### config.mk
export PLATFORM = sky130hd
export DESIGN_NAME = ex_muldiv_seq_flat
export DESIGN_NICKNAME = d
export VERILOG_FILES = /design/src/rtl/ex_muldiv_seq_pkg.sv /design/src/rtl/ex_muldiv_seq_if.sv /design/src/rtl/ex_muldiv_seq_muldiv_step.sv /design/src/rtl/ex_muldiv_seq.sv /design/src/flat_wrapper.sv
export SDC_FILE = /design/constraint.sdc
export NUM_CORES = 1
export LEC_CHECK = 0
export BUFFER_PORTS_ARGS = -buffer_cell sky130_fd_sc_hd__buf_2
export CORE_ASPECT_RATIO = 1.4
export CORE_MARGIN = 8
export CORE_UTILIZATION = 50
export CTS_BUF_LIST = sky130_fd_sc_hd__clkbuf_4 sky130_fd_sc_hd__clkbuf_8
export CTS_CLUSTER_DIAMETER = 40
export DETAILED_ROUTE_END_ITERATION = 16
export PLACE_DENSITY = 0.7
export SLEW_MARGIN = 20
export SYNTH_ARGS = -nofsm -noshare
export SYNTH_HDL_FRONTEND = slang
export SYNTH_SLANG_ARGS = --single-unit
### constraint.sdc
create_clock -name clk -period 3.4 [get_ports clk]
set_input_delay 0.34 -clock clk [delete_from_list [all_inputs] [get_ports clk]]
set_output_delay 0.34 -clock clk [all_outputs]
set_load 0.02 [all_outputs]
### src/rtl/ex_muldiv_seq_pkg.sv
// Shared types and constants for the iterative multiply/divide sequencer.
// MULU/DIVU sit beside the existing load opcode in the EX opcode space.
package ex_muldiv_seq_pkg;

  localparam int unsigned XLEN  = 32;
  localparam int unsigned OPC_W = 6;
  localparam int unsigned REG_W = 5;
  localparam int unsigned CNT_W = 6;

  localparam logic [CNT_W-1:0] LAST_ITER = CNT_W'(31);

  localparam logic [OPC_W-1:0] LDW  = OPC_W'(6'h23);
  localparam logic [OPC_W-1:0] MULU = OPC_W'(6'h19);
  localparam logic [OPC_W-1:0] DIVU = OPC_W'(6'h1b);

  typedef enum logic {
    MODE_MUL = 1'b0,
    MODE_DIV = 1'b1
  } mode_e;

  // Working-register pair: {hi,lo} for multiply, {R,Q} for divide
  typedef struct packed {
    logic [XLEN-1:0] hi;
    logic [XLEN-1:0] lo;
  } step_t;

  function automatic logic is_muldiv_op(input logic [OPC_W-1:0] opc);
    return (opc == MULU) || (opc == DIVU);
  endfunction

endpackage

### src/rtl/ex_muldiv_seq_if.sv
// EX-side request / write-back response bundle of the muldiv sequencer.
interface ex_muldiv_seq_if;
  import ex_muldiv_seq_pkg::*;

  logic                  start;
  logic [OPC_W-1:0]      opcode_in;
  logic [XLEN-1:0]       a_in;
  logic [XLEN-1:0]       b_in;
  logic [REG_W-1:0]      rwd_in;
  logic                  busy;
  logic                  done;
  logic [XLEN-1:0]       lo_out;
  logic [XLEN-1:0]       hi_out;
  logic [REG_W-1:0]      rwd_out;
  logic                  div0;

  modport master (
    output start, opcode_in, a_in, b_in, rwd_in,
    input  busy, done, lo_out, hi_out, rwd_out, div0
  );

  modport slave (
    input  start, opcode_in, a_in, b_in, rwd_in,
    output busy, done, lo_out, hi_out, rwd_out, div0
  );

endinterface

### src/rtl/ex_muldiv_seq_muldiv_step.sv
// One combinational iteration of shift-add multiply or restoring divide.
module muldiv_step
  import ex_muldiv_seq_pkg::*;
(
  input  mode_e           mode_i,
  input  logic [XLEN-1:0] hi_i,
  input  logic [XLEN-1:0] lo_i,
  input  logic [XLEN-1:0] opnd_i,
  output step_t           res_c_o
);

  logic [XLEN:0]   sum_c;
  logic [XLEN:0]   rsh_c;
  logic [XLEN-1:0] diff_c;
  logic            ge_c;

  always_comb begin
    res_c_o = '0;
    sum_c   = {1'b0, hi_i} + (lo_i[0] ? {1'b0, opnd_i} : (XLEN+1)'(0));
    rsh_c   = {hi_i, lo_i[XLEN-1]};
    // When no borrow occurs the difference is below the divisor, so 32 bits suffice
    ge_c    = (rsh_c >= {1'b0, opnd_i});
    diff_c  = rsh_c[XLEN-1:0] - opnd_i;

    if (mode_i == MODE_MUL) begin
      res_c_o.hi = sum_c[XLEN:1];
      res_c_o.lo = {sum_c[0], lo_i[XLEN-1:1]};
    end else if (ge_c) begin
      res_c_o.hi = diff_c;
      res_c_o.lo = {lo_i[XLEN-2:0], 1'b1};
    end else begin
      res_c_o.hi = rsh_c[XLEN-1:0];
      res_c_o.lo = {lo_i[XLEN-2:0], 1'b0};
    end
  end

endmodule

### src/rtl/ex_muldiv_seq.sv
// Iterative 32x32 MULU / 32/32 DIVU sequencer beside EX; stalls the front end
// via busy and hands a 64-bit result plus destination register to write-back.
module ex_muldiv_seq
  import ex_muldiv_seq_pkg::*;
(
  input  logic             clk,
  input  logic             rst_n,
  ex_muldiv_seq_if.slave   bus
);

  typedef enum logic [1:0] {
    S_IDLE    = 2'd0,
    S_MUL_RUN = 2'd1,
    S_DIV_RUN = 2'd2,
    S_DONE    = 2'd3
  } state_e;

  state_e            state_q, state_d;
  logic [CNT_W-1:0]  cnt_q, cnt_d;
  logic [XLEN-1:0]   hi_q, hi_d, lo_q, lo_d, opnd_q, opnd_d;
  logic [REG_W-1:0]  rwd_q, rwd_d;
  logic [XLEN-1:0]   lo_out_q, lo_out_d, hi_out_q, hi_out_d;
  logic [REG_W-1:0]  rwd_out_q, rwd_out_d;
  logic              busy_q, busy_d, done_q, done_d, div0_q, div0_d;
  logic              accept_c;
  mode_e             mode_c;
  step_t             step_c;

  assign accept_c = bus.start && is_muldiv_op(bus.opcode_in) &&
                    ((state_q == S_IDLE) || (state_q == S_DONE));
  assign mode_c   = (state_q == S_DIV_RUN) ? MODE_DIV : MODE_MUL;

  muldiv_step u_step (
    .mode_i  (mode_c),
    .hi_i    (hi_q),
    .lo_i    (lo_q),
    .opnd_i  (opnd_q),
    .res_c_o (step_c)
  );

  // Next-state, working-register and result-register update
  always_comb begin
    state_d   = state_q;
    cnt_d     = cnt_q;
    hi_d      = hi_q;
    lo_d      = lo_q;
    opnd_d    = opnd_q;
    rwd_d     = rwd_q;
    lo_out_d  = lo_out_q;
    hi_out_d  = hi_out_q;
    rwd_out_d = rwd_out_q;
    div0_d    = div0_q;

    case (state_q)
      S_MUL_RUN, S_DIV_RUN: begin
        hi_d  = step_c.hi;
        lo_d  = step_c.lo;
        cnt_d = cnt_q + CNT_W'(1);
        if (cnt_q == LAST_ITER) begin
          state_d   = S_DONE;
          lo_out_d  = step_c.lo;
          hi_out_d  = step_c.hi;
          rwd_out_d = rwd_q;
          if (state_q == S_DIV_RUN) div0_d = (opnd_q == '0);
        end
      end
      S_DONE:  state_d = S_IDLE;
      default: state_d = state_q;
    endcase

    // Accept overrides the DONE->IDLE return for back-to-back issue
    if (accept_c) begin
      cnt_d  = '0;
      div0_d = 1'b0;
      hi_d   = '0;
      rwd_d  = bus.rwd_in;
      if (bus.opcode_in == MULU) begin
        state_d = S_MUL_RUN;
        lo_d    = bus.b_in;
        opnd_d  = bus.a_in;
      end else begin
        state_d = S_DIV_RUN;
        lo_d    = bus.a_in;
        opnd_d  = bus.b_in;
      end
    end

    busy_d = (state_d == S_MUL_RUN) || (state_d == S_DIV_RUN);
    done_d = (state_d == S_DONE);
  end

  always_ff @(posedge clk or negedge rst_n) begin
    if (!rst_n) begin
      state_q   <= S_IDLE;
      cnt_q     <= '0;
      hi_q      <= '0;
      lo_q      <= '0;
      opnd_q    <= '0;
      rwd_q     <= '0;
      lo_out_q  <= '0;
      hi_out_q  <= '0;
      rwd_out_q <= '0;
      busy_q    <= 1'b0;
      done_q    <= 1'b0;
      div0_q    <= 1'b0;
    end else begin
      state_q   <= state_d;
      cnt_q     <= cnt_d;
      hi_q      <= hi_d;
      lo_q      <= lo_d;
      opnd_q    <= opnd_d;
      rwd_q     <= rwd_d;
      lo_out_q  <= lo_out_d;
      hi_out_q  <= hi_out_d;
      rwd_out_q <= rwd_out_d;
      busy_q    <= busy_d;
      done_q    <= done_d;
      div0_q    <= div0_d;
    end
  end

  assign bus.busy    = busy_q;
  assign bus.done    = done_q;
  assign bus.lo_out  = lo_out_q;
  assign bus.hi_out  = hi_out_q;
  assign bus.rwd_out = rwd_out_q;
  assign bus.div0    = div0_q;

endmodule

### src/flat_wrapper.sv
// flat-port wrapper written by rule: the top's interface ports become plain ports
module ex_muldiv_seq_flat import ex_muldiv_seq_pkg::*;
  (clk, rst_n, bus_start, bus_opcode_in, bus_a_in, bus_b_in, bus_rwd_in, bus_busy, bus_done, bus_lo_out, bus_hi_out, bus_rwd_out, bus_div0);
  ex_muldiv_seq_if bus_i ();
  input  logic clk;
  input  logic rst_n;
  input wire logic [$bits(bus_i.start)-1:0] bus_start;
  input wire logic [$bits(bus_i.opcode_in)-1:0] bus_opcode_in;
  input wire logic [$bits(bus_i.a_in)-1:0] bus_a_in;
  input wire logic [$bits(bus_i.b_in)-1:0] bus_b_in;
  input wire logic [$bits(bus_i.rwd_in)-1:0] bus_rwd_in;
  output wire logic [$bits(bus_i.busy)-1:0] bus_busy;
  output wire logic [$bits(bus_i.done)-1:0] bus_done;
  output wire logic [$bits(bus_i.lo_out)-1:0] bus_lo_out;
  output wire logic [$bits(bus_i.hi_out)-1:0] bus_hi_out;
  output wire logic [$bits(bus_i.rwd_out)-1:0] bus_rwd_out;
  output wire logic [$bits(bus_i.div0)-1:0] bus_div0;
  assign bus_i.start = bus_start;
  assign bus_i.opcode_in = bus_opcode_in;
  assign bus_i.a_in = bus_a_in;
  assign bus_i.b_in = bus_b_in;
  assign bus_i.rwd_in = bus_rwd_in;
  assign bus_busy = bus_i.busy;
  assign bus_done = bus_i.done;
  assign bus_lo_out = bus_i.lo_out;
  assign bus_hi_out = bus_i.hi_out;
  assign bus_rwd_out = bus_i.rwd_out;
  assign bus_div0 = bus_i.div0;
  ex_muldiv_seq u_core (.clk(clk), .rst_n(rst_n), .bus(bus_i));
endmodule
==> flow_summary.json <==
{
  "crit_fanout": 9,
  "synth_edf_count": 0,
  "final_area_mm2": 0.01541,
  "crit_path_start_kind": "register",
  "ant_nets": 0,
  "synthAdderAreaFrac": 0.07001,
  "die_w_um": 150.8,
  "clkSlewWorstSetupHoldPaths_ns": 0.10,
  "dr.pass1.iters": 5,
  "relSlewSlack": 0.4761,
  "p_sw_w": 0.006971,
  "max_cap_violations": 0,
  "synth_compound_area_frac": 0.2383,
  "post-place-ws_ns": -0.1705,
  "synth_top_area_frac": 0.3559,
  "clk_latency_ns": 0.49,
  "overflow": 0,
  "yosysWarnings": 0,
  "drc": 0,
  "cts_buffers": 17,
  "muxShareOfSynthArea": 0.09577,
  "initial_core_util": 0.5048,
  "area_growth_pct": 21.10,
  "finalMaxSlewViolations": 0,
  "hold_slack_ns": 0.03846,
  "synthSimpleGateAreaFrac": 0.1624,
  "dominantRegCellSynth": "dfrtp_1",
  "skew_ns": 0.01493,
  "viasPerCell": 5.953,
  "swShare": 0.4834,
  "period_needed_ns": 3.324,
  "ir_drop_v": 0.0005950,
  "hpwl_mm": 31.04,
  "track_usage": 0.2679,
  "worst-setup-path-type": "register to register",
  "std_cell_rows": 69,
  "drt_iter0_drc": 791,
  "vias": 12114,
  "io_pins": 150,
  "fp.coreArea_mm2": 0.02521,
  "htreeDepth": 4,
  "synth_seq_cells": 181,
  "synth_area_leader_cell": "dfrtp_1",
  "postLayoutCoreUtil": 0.6113,
  "postSynth.asyncResetShare": 1.000,
  "status": "completed",
  "clock-root-buffer": "clkbuf_8",
  "fp.dieH_um": 204.8,
  "crit_required_ns": 3.76,
  "avgSynthCellArea_um2": 8.557,
  "hold_viol_final": 0,
  "drive_gt1_frac": 0.2401,
  "comb_power_share": 0.647,
  "finalSetupViolations": 0,
  "p_clk_frac": 0.107,
  "p_per_area_mw_per_mm2": 935.8,
  "cts_sinks": 181,
  "fillers": 2274,
  "netlist_area_mm2": 0.01272,
  "grt_setup_unrepaired": "yes",
  "synth_seq_area_share": 0.3559,
  "grt_max_degree": 94,
  "place_congestion": 0.9571,
  "port_buffers": 149,
  "p_int_w": 0.007450,
  "wl_per_cell_um": 20.08,
  "endpoint_kind": "register",
  "grt_pass1_wl_mm": 64.49,
  "synthCells": 1487,
  "synth_nets": 1635,
  "fin_ws_ns": 0.07551,
  "cts.path.max_buffers": 2,
  "worst_pin_slew_ns": 0.7859,
  "grt_pass1_vias": 12078,
  "cts_tree": "built",
  "die_area_mm2": 0.03088,
  "arrival_ns": 3.69,
  "nNetsFinal": 1851,
  "synth_xor_area_frac": 0.02960,
  "dpl_cell_area_mm2": 0.01451,
  "max_clock_freq_mhz": 300.8,
  "antenna_found_initial": 0,
  "wl_mm": 40.87,
  "hold_class": "input port to register",
  "ys_types": 67,
  "synth_top_family_by_area": "compound AO/OA/AOI/OAI gates",
  "synth.area.top_cells": "dfrtp_1, mux2i_1, ha_1, nand2_1, o21ai_0",
  "antenna_cells": 0,
  "seq_power_share": 0.246,
  "p_leak_nw": 7.565,
  "period_share": 0.9778
}
==> placed cells by master, fill, tap and decap left out, types with 5 or more instances in the layout <==
cell      synthesis  layout
a211o_1           5       5
a211oi_1         41      36
a21boi_0          7       7
a21o_1           53      53
a21oi_1         103      98
a21oi_2           1       6
a31oi_1          38      37
and2_1           37      36
and3_1           22      22
buf_12            0       5
buf_2             1     147
buf_4             2     138
clkbuf_8          0      20
dfrtp_1         181     175
dfrtp_2           0       6
ha_1             68      55
ha_2              0       5
ha_4              0       8
inv_1            56      55
mux2_2           22      21
mux2i_1          97      96
nand2_1         167     165
nand3_1          44      41
nand4_1          15      15
nor2_1           98      97
nor2b_1           8       8
nor3_1           17      16
nor4_1           13      12
o211ai_1         14      14
o21a_1           11      11
o21ai_0         117     115
o21ai_1          19      19
o21bai_1         10      10
o22ai_1           6       6
or3_1            11      10
xnor2_1          27      27
xor2_1           16      16
==> cell families (layout without fill, tap and decap cells) <==
kind of cell	count (synthesis)	after routing
AO/OA/AOI/OAI	477	477
XOR/XNOR	43	43
adder cells (fa/ha/maj)	70	70
buffers and inverters	152	381
flip-flops	181	181
multiplexers	119	119
AND/OR/NAND/NOR	445	445
==> stage by stage <==
stage	power [W]	TNS, ns	instances
CTS	0.01388	0	2017
global placement	0.01216	-0.2551	1983
finish	0.01442	0	2035
global route	0.01548	-0.1423	2035
detailed placement	0.01225	-0.8648	1983
floorplan	0.009164	0	1487
==> power groups by stage <==
stage          combinational, W  sequential, W  clock [W]
3_3_place_gp            0.00861        0.00354          0
4_1_cts                 0.00879        0.00352    0.00158
2_1_floorplan           0.00569        0.00347          0
6_report                0.00933        0.00355    0.00154
3_5_place_dp            0.00870        0.00355          0
5_1_grt                  0.0102        0.00362    0.00166
==> sequential cells by signal, indices dropped and copies added (netlist names) <==
register,count
u_core.bus.busy,1
u_core.bus.div0,1
u_core.bus.done,1
u_core.bus.hi_out,32
u_core.bus.lo_out,32
u_core.bus.rwd_out,5
u_core.cnt_q,6
u_core.hi_q,32
u_core.lo_q,32
u_core.opnd_q,32
u_core.rwd_q,5
u_core.state_q,2
==> worst max-delay path: stages (launching register included) <==
cell and delay (ns):
dfrtp_2 0.45, buf_12 0.15, buf_4 0.13, and2_1 0.17
ha_4 0.27, buf_4 0.11, nand3_1 0.08, nor2_1 0.13
nand3_2 0.15, a2111oi_4 0.36, buf_4 0.20, o211ai_1 0.20
mux2i_1 0.20, a21oi_1 0.08, a311oi_1 0.25, buf_4 0.17
o22ai_1 0.06
==> timing repair <==
action                                  in CTS  in global routing
pin swaps                                    2                 23
gates cloned                                 0                  1
resized for setup                           12                 54
hold buffers                                 1                  0
hold endpoints to repair                    90                  0
buffers inserted                             1                 17
endpoints found under the setup margin      15                 52
==> Yosys cell counts, types with 41 or more instances <==
library cell	n
clkbuf_1	79
a21oi_1	103
nand2_1	167
o21ai_0	117
dfrtp_1	181
a211oi_1	41
nand3_1	44
inv_1	56
a21o_1	53
mux2i_1	97
nor2_1	98
ha_1	68
==> layer usage <==
layer  part of all wire  wire (um)  up-vias  global-route usage
li1                   -          -     5844                   -
met1               0.42      17130     5811              0.3338
met2               0.48      19820      366              0.4409
met3              0.048       1975       93             0.03957
met4              0.048       1948        0              0.1379
met5                  0          0        -                   0
==> layout make-up <==
type / instances / area [um^2] / share of cell area
repair buffers: 293 / 1921 / 0.1246
multi-input cells: 1154 / 7933 / 0.5148
inverters: 56 / 210.2 / 0.01364
well taps: 319 / 399.1 / 0.02590
clock inverters: 12 / 141.4 / 0.009175
clock buffers: 20 / 269.0 / 0.01746
flip-flops and latches: 181 / 4537 / 0.2944
==> path summary, 6_finish.rpt <==
kind                                        startpoint                           endpoint  slack (ns)  depth (start not counted)
max                         u_core.lo_q[0]$_DFFE_PN0P_        u_core.hi_q[28]$_DFFE_PN0P_        0.08                         16
min reg2reg                u_core.rwd_q[1]$_DFFE_PN0P_  u_core.bus.rwd_out[1]$_DFFE_PN0P_        0.47                          2
min                                      bus_rwd_in[3]        u_core.rwd_q[3]$_DFFE_PN0P_        0.04                          3
min in group asynchronous                        rst_n   u_core.bus.lo_out[6]$_DFFE_PN0P_        0.45                          2
max reg2reg                 u_core.lo_q[0]$_DFFE_PN0P_        u_core.hi_q[28]$_DFFE_PN0P_        0.08                         16
max in group asynchronous                        rst_n        u_core.cnt_q[4]$_DFFE_PN0P_        2.09                          3
No activity file was read; power rests on OpenSTA's default activity.
